### src/rtl/uart_pkg.sv
// Shared UART definitions for the TX and RX: default frame/baud settings,
// the state encoding and a counter-width helper.
package uart_pkg;

    localparam int DEFAULT_CLKS_PER_BIT = 5208;
    localparam int DEFAULT_DATA         = 8;
    localparam int UART_STATE_W         = 3;

    typedef enum logic [UART_STATE_W-1:0] {
        ST_IDLE      = 3'd0,
        ST_START     = 3'd1,
        ST_DATA      = 3'd2,
        ST_STOP      = 3'd3,
        ST_WAIT_HIGH = 3'd4
    } uart_state_t;

    // Bits needed to count 0..value-1; never narrower than one bit.
    function automatic int clog2(input int value);
        int result;
        int v;
        result = 0;
        v = value - 1;
        while (v > 0) begin
            result = result + 1;
            v = v >> 1;
        end
        if (result < 1) begin
            result = 1;
        end
        return result;
    endfunction

endpackage

### src/rtl/uart_rx_sync.sv
// Two-flop synchronizer for an asynchronous serial line; both flops reset
// to RESET_LEVEL so an idle line does not look like a start edge.
module uart_rx_sync
    import uart_pkg::*;
#(
    parameter logic RESET_LEVEL = 1'b1
) (
    input  logic clk,
    input  logic reset,
    input  logic d,
    output logic q
);

    logic meta;

    always_ff @(posedge clk) begin
        if (reset) begin
            meta <= RESET_LEVEL;
            q    <= RESET_LEVEL;
        end else begin
            meta <= d;
            q    <= meta;
        end
    end

endmodule

### src/rtl/uart_rx.sv
// UART receiver: start-bit validation at mid-bit, LSB-first data capture,
// stop-bit check with framing-error flag and break (line-low) lockout.
module uart_rx
    import uart_pkg::*;
#(
    parameter int DATA         = DEFAULT_DATA,
    parameter int CLKS_PER_BIT = DEFAULT_CLKS_PER_BIT
) (
    input  logic            clk,
    input  logic            reset,
    input  logic            rx_in,
    output logic [DATA-1:0] rx_data,
    output logic            rx_valid,
    output logic            rx_busy,
    output logic            rx_frame_err
);

    localparam int CW = clog2(CLKS_PER_BIT);
    localparam int BW = clog2(DATA);
    localparam int H  = (CLKS_PER_BIT - 1) / 2;

    localparam logic [CW-1:0] CNT_HALF = CW'(H);
    localparam logic [CW-1:0] CNT_LAST = CW'(CLKS_PER_BIT - 1);
    localparam logic [BW-1:0] BIT_LAST = BW'(DATA - 1);

    logic            rxs;
    uart_state_t     state, state_next;
    logic [CW-1:0]   cnt, cnt_next;
    logic [BW-1:0]   bit_idx, bit_next;
    logic [DATA-1:0] shift, shift_next;
    logic [DATA-1:0] data_next;
    logic            valid_next;
    logic            err_next;

    uart_rx_sync #(.RESET_LEVEL(1'b1)) u_sync (
        .clk   (clk),
        .reset (reset),
        .d     (rx_in),
        .q     (rxs)
    );

    always_ff @(posedge clk) begin
        if (reset) begin
            state        <= ST_IDLE;
            cnt          <= '0;
            bit_idx      <= '0;
            shift        <= '0;
            rx_data      <= '0;
            rx_valid     <= 1'b0;
            rx_frame_err <= 1'b0;
        end else begin
            state        <= state_next;
            cnt          <= cnt_next;
            bit_idx      <= bit_next;
            shift        <= shift_next;
            rx_data      <= data_next;
            rx_valid     <= valid_next;
            rx_frame_err <= err_next;
        end
    end

    // Leaving STOP at mid-bit gives half a bit of slack to catch the next start edge.
    always_comb begin
        state_next = state;
        cnt_next   = cnt;
        bit_next   = bit_idx;
        shift_next = shift;
        data_next  = rx_data;
        valid_next = 1'b0;
        err_next   = 1'b0;

        case (state)
            ST_IDLE: begin
                if (!rxs) begin
                    state_next = ST_START;
                    cnt_next   = '0;
                end
            end
            ST_START: begin
                if (cnt == CNT_HALF) begin
                    cnt_next = '0;
                    if (!rxs) begin
                        state_next = ST_DATA;
                        bit_next   = '0;
                    end else begin
                        state_next = ST_IDLE;
                    end
                end else begin
                    cnt_next = cnt + CW'(1);
                end
            end
            ST_DATA: begin
                if (cnt == CNT_LAST) begin
                    cnt_next   = '0;
                    shift_next = {rxs, shift[DATA-1:1]};
                    bit_next   = bit_idx + BW'(1);
                    if (bit_idx == BIT_LAST) begin
                        state_next = ST_STOP;
                    end
                end else begin
                    cnt_next = cnt + CW'(1);
                end
            end
            ST_STOP: begin
                if (cnt == CNT_LAST) begin
                    cnt_next = '0;
                    if (rxs) begin
                        data_next  = shift;
                        valid_next = 1'b1;
                        state_next = ST_IDLE;
                    end else begin
                        err_next   = 1'b1;
                        state_next = ST_WAIT_HIGH;
                    end
                end else begin
                    cnt_next = cnt + CW'(1);
                end
            end
            ST_WAIT_HIGH: begin
                if (rxs) begin
                    state_next = ST_IDLE;
                end
            end
            default: begin
                state_next = ST_IDLE;
            end
        endcase
    end

    assign rx_busy = (state != ST_IDLE);

endmodule

### config.mk
export PLATFORM = sky130hd
export DESIGN_NAME = uart_rx
export DESIGN_NICKNAME = d
export VERILOG_FILES = /design/src/rtl/uart_pkg.sv /design/src/rtl/uart_rx_sync.sv /design/src/rtl/uart_rx.sv
export SDC_FILE = /design/constraint.sdc
export NUM_CORES = 1
export LEC_CHECK = 0
export BUFFER_PORTS_ARGS = -buffer_cell sky130_fd_sc_hd__buf_2
export CAP_MARGIN = 20
export CORE_UTILIZATION = 50
export CTS_CLUSTER_SIZE = 14
export DETAILED_ROUTE_END_ITERATION = 10
export PLACE_DENSITY = 0.68
export SLEW_MARGIN = 30
export SYNTH_ARGS = -nofsm -noshare
export SYNTH_HDL_FRONTEND = slang
export SYNTH_SLANG_ARGS = --single-unit
### constraint.sdc
create_clock -name clk -period 2.45 [get_ports clk]
set_clock_uncertainty 0.1 [all_clocks]
set_input_delay 0.6125 -clock clk [delete_from_list [all_inputs] [get_ports clk]]
set_output_delay 0.6125 -clock clk [all_outputs]
set_load 0.03 [all_outputs]
# Word level (Yosys, flattened, before mapping)
# Index checks and enable logic that the tools add are counted.
# totals
in_bits	3
wordCells	57
regBits	39
# classes
bitwise	2
eq_ne	14
reduce_logical	11
mux	19
addsub	2
# op_table
operator	count
$mux W13	3
$pmux W13 S3	1
$mux W3	10
$pmux W3 S5	1
$add A13 B1 Y13 const B	1
$eq A13 B12 Y1 const B	1
$eq A13 B13 Y1 const B	1
$ne A2 B2 Y1 const B	6
$eq A3 B2 Y1 const B	2
$eq A3 B3 Y1 const B	2
$pmux W3 S2	1
$reduce_and A6 Y1	1
$reduce_bool A3 Y1	2
$reduce_and A2 Y1	2
$reduce_and A4 Y1	1
$add A3 B1 Y3 const B	1
$eq A3 B1 Y1 const B	1
$logic_not A3 Y1	1
$reduce_and A3 Y1	1
$reduce_or A3 Y1	1
$mux W1	2
$mux W2	1
$ne A2 B1 Y1 const B	1
$not A1 Y1	2
2 further kinds	2

# Depth between registers and ports, before layout
# depth
ltp_word	4
depth_mapped	8

# Modules after synthesis
# A second synthesis with hierarchy kept.
# hier_totals
cells_unflattened	213
hier_area_um2	1833.0
# modules_own_cells
mod	cells_each	area_each_um2	n_inst	seq_area_each_um2
uart_rx	209	1780.5	1	740.7
uart_rx_sync	4	52.6	1	40.0

# Least setup slack after synthesis
# No wires, ideal clock.
# synth_timing
kind	reg2reg
start	reg cnt[0]
end	reg cnt[8]
setup_slack_ps	464
synth_period_minus_slack_ps	1986
stages_incl_launch_ff	8
setup_time_ps	62
arrival_time_ps	1824
path_cell_list	dfxtp_1 > ha_1 > nor3b_2 > and4_1 > buf_6 > o32ai_4 > or3b_1 > nand3_1
# synth_between
elab_chain_len	3
elab_cells_between_ends	6
classes_between	add/sub: 1; eq/ne: 2; mux: 3
# synth_lines
item	line	source
start, declared	uart_rx.sv:28	logic [CW-1:0] cnt, cnt_next;
start signal, assigned	uart_rx.sv:53	cnt <= cnt_next;
$add A13 B1 Y13 (tied with other cells)	uart_rx.sv:89, uart_rx.sv:101, uart_rx.sv:116	
$mux W13 (on tied branches)	uart_rx.sv:93, uart_rx.sv:105, uart_rx.sv:80	
$pmux W13 S3 *	uart_rx.sv:72	case (state)
# Mark *: on every way between the ends. The rest lies on a longest branch, timed or not.
# A chain may end at the register's enable or synchronous reset.

# Worst setup path after layout
# layout_timing
start	reg cnt[0]
end	reg cnt[12]
# Same word-level chain as after synthesis.

==> flow_metrics.env <==
export IMPL_required_ns=2.63
export IMPL_grt_start_max_net_pins=34
export IMPL_critPathCaptureType="flop"
export IMPL_cts_setup_buffers=0
export IMPL_powerDensity_nw_per_um2=511.8
export IMPL_cts_made_buffers=5
export IMPL_cts_root_buf="clkbuf_4"
export IMPL_p_leak_uw=0.0008437
export IMPL_fin_tns_setup_ns=0
export IMPL_worstSetupStartpointType="flop"
export IMPL_synth_cell_types=48
export IMPL_path_cells="ha_1 -> nor3b_2 -> and4_1 -> o32ai_4 -> buf_4 -> a41oi_1 -> a31oi_1"
export IMPL_finalPower_uw=997.0
export IMPL_cts_hold_buffers_added=0
export IMPL_synth_warnings=0
export IMPL_ys_seq_area_frac=0.4280
export IMPL_setup_viol=0
export IMPL_syn_inst=194
export IMPL_route_detailed_drc=0
export IMPL_maxCapViolations=0
export IMPL_grt_overflow_total=0
export IMPL_num_vias=1454
export IMPL_cts_buffer_depth=2
export IMPL_status="complete, no violations"
export IMPL_synth_seq_cells=39
export IMPL_grt_pass1_wl_microns=6106
export IMPL_finalHoldViolCount=0
export IMPL_netlist_area_sq_um=1824
export IMPL_synth_main_ff_cell="dfxtp_1"
export IMPL_ant_nets=0
export IMPL_ir_drop_v=0.0003155
export IMPL_num_rows=21
export IMPL_slew_limit_headroom=0.6832
export IMPL_synth_top_cells_by_area="dfxtp_1 (43%), mux2i_1 (9.3%), nor2_1 (5.6%), a31oi_1 (3.8%), nand2_1 (3.1%)"
export IMPL_dr_first_iter_drc_count=81
export IMPL_portBuffers=13
export IMPL_hold_class="reg -> reg"
export IMPL_cp_arrival_ns=2.39
export IMPL_drt_wirelength_per_cell_microns=13.70
export IMPL_num_nets_final=212
export IMPL_cp_slowest_cell="o32ai_4"
export IMPL_synth_nets=200
export IMPL_gr_usage_all_layers=0.1967
export IMPL_place_gp_congestion=0.8615
export IMPL_die_height_microns=62.40
export IMPL_drive_gt1_frac=0.1739
export IMPL_cpPeakStageDelay_ns=0.49
export IMPL_via_per_inst=5.747
export IMPL_areaGrowthSynthToFinish_pct=6.790
export IMPL_rsz0062_at_grt="false"
export IMPL_dieArea_sq_um=3894
export IMPL_clkTransAtPathRegs_ns=0.12
export IMPL_async_reset_ff_frac=0
export IMPL_path_max_fanout=12
export IMPL_drt_total_wl_microns=3465
export IMPL_timing_final_crit_share=0.9017
export IMPL_antennaDiodeCount=0
export IMPL_insertion_delay_ns=0.34
export IMPL_syn_avg_cell_area_sq_um=9.403
export IMPL_criticalPathCategory="reg -> reg"
export IMPL_final_common_cell="dfxtp_1"
export IMPL_drtPass1Iterations=4
export IMPL_cts_tree="done"
export IMPL_fin_crit_ns=2.209
export IMPL_start_util=0.5341
export IMPL_antenna_found_initial=0
export IMPL_max_freq_ghz=0.4527
export IMPL_die_width_microns=62.40
export IMPL_synth_edf_count=0
export IMPL_ios=14
export IMPL_yosysTopAreaCell="dfxtp_1"
export IMPL_ctsHtreeMaxLevel=2
export IMPL_core_area_sq_um=3416
export IMPL_drv_slew=0
export IMPL_grt_pass1_vias=1356
export IMPL_max_slew_worst_pin_slew_ns=0.4752
export IMPL_cts_resized=0
export IMPL_post_dp_hpwl_microns=2464
export IMPL_layout_common_cells="dfxtp_1 (39), nor2_1 (27), mux2i_1 (17), nand2_1 (15), buf_2 (13)"
export IMPL_synth_top_cell_area_share=0.4280
export IMPL_cts_sinks=39
[final timing paths]
path	startpoint	endpoint	slack, ns	cells past startpoint
worst max-delay path	cnt[0]	cnt[12]	0.24	7
worst min-delay path	u_sync.meta	u_sync.q	0.33	1
worst max register to register	cnt[0]	cnt[12]	0.24	7
worst min register to register	u_sync.meta	u_sync.q	0.33	1
[through the flow]
stage | instances | area (sq um) | worst slack (ns) | hold slack [ns] | utilization
final | 253 | 1948 | 0.2409 | 0.3337 | 0.5703
after global routing | 253 | 1948 | 0.1035 | 0.3280 | 0.5703
after CTS | 253 | 1948 | 0.2496 | 0.3310 | 0.5703
after detailed placement | 245 | 1894 | 0.2820 | 0.2985 | 0.5546
after global placement | 245 | 1894 | 0.3475 | 0.2968 | 0.5546
after floorplan | 194 | 1824 | 0.4641 | 0.2895 | -
[critical path: cells and delay by family (launching register included)]
kind	cells	cell delay, ns
fa+ha+maj	1	0.26
buf+inv	1	0.24
flops	1	0.36
compound gates	3	0.74
simple gates	2	0.44
[cell type report]
cell class / count / area (sq um)
clock buffer: 6 / 41.29
clock inverter: 2 / 12.51
fill: 329 / 1468
inverter: 2 / 7.507
multi-input combinational: 140 / 945.9
sequential: 39 / 780.7
tap: 46 / 57.56
timing repair buffer: 18 / 102.6
[cells in the mapped netlist (2+ instances only)]
| library cell | n |
|---|---|
| nand2_1 | 15 |
| and4_1 | 2 |
| a21oi_1 | 6 |
| nand2b_1 | 4 |
| clkbuf_1 | 5 |
| ha_1 | 3 |
| buf_6 | 3 |
| a211oi_1 | 3 |
| inv_1 | 2 |
| nand3_1 | 10 |
| o32ai_1 | 2 |
| buf_2 | 3 |
| mux2i_1 | 17 |
| or3_1 | 4 |
| and3_1 | 3 |
| nor3_1 | 2 |
| dfxtp_1 | 39 |
| nor2_1 | 27 |
| a22oi_1 | 2 |
| nand4_1 | 2 |
| or2_2 | 2 |
| and4bb_1 | 2 |
| a31oi_1 | 11 |
[flip-flops by register name, summed over array words and instances (netlist names)]
register	cells
cnt	13
rx_data	8
shift	8
bit_idx	3
state	3
rx_frame_err	1
rx_valid	1
u_sync.meta	1
u_sync.q	1
[cells by family after synthesis]
logic type / share of synthesized area
AND/OR/NAND/NOR: 0.2647
flip-flops: 0.4280
AO/OA/AOI/OAI: 0.1351
multiplexers: 0.09328
buffers and inverters: 0.05350
adder cells (fa/ha/maj): 0.02058
XOR/XNOR: 0.004802
[power breakdown]
group	internal, uW	leakage [uW]	switching, uW	total, uW
combinational	12.3	0.000501	23.1	35.3
clock	111	0.0000282	209	319
sequential	637	0.000315	5.06	642
[routing by layer]
metal,vias up,routed length (microns),track usage
li1,733,-,-
met1,692,1592,0.2364
met2,25,1718,0.3370
met3,4,121,0.05657
met4,0,33,0.06105
met5,-,0,0
Power figures use the tool's default switching activity.
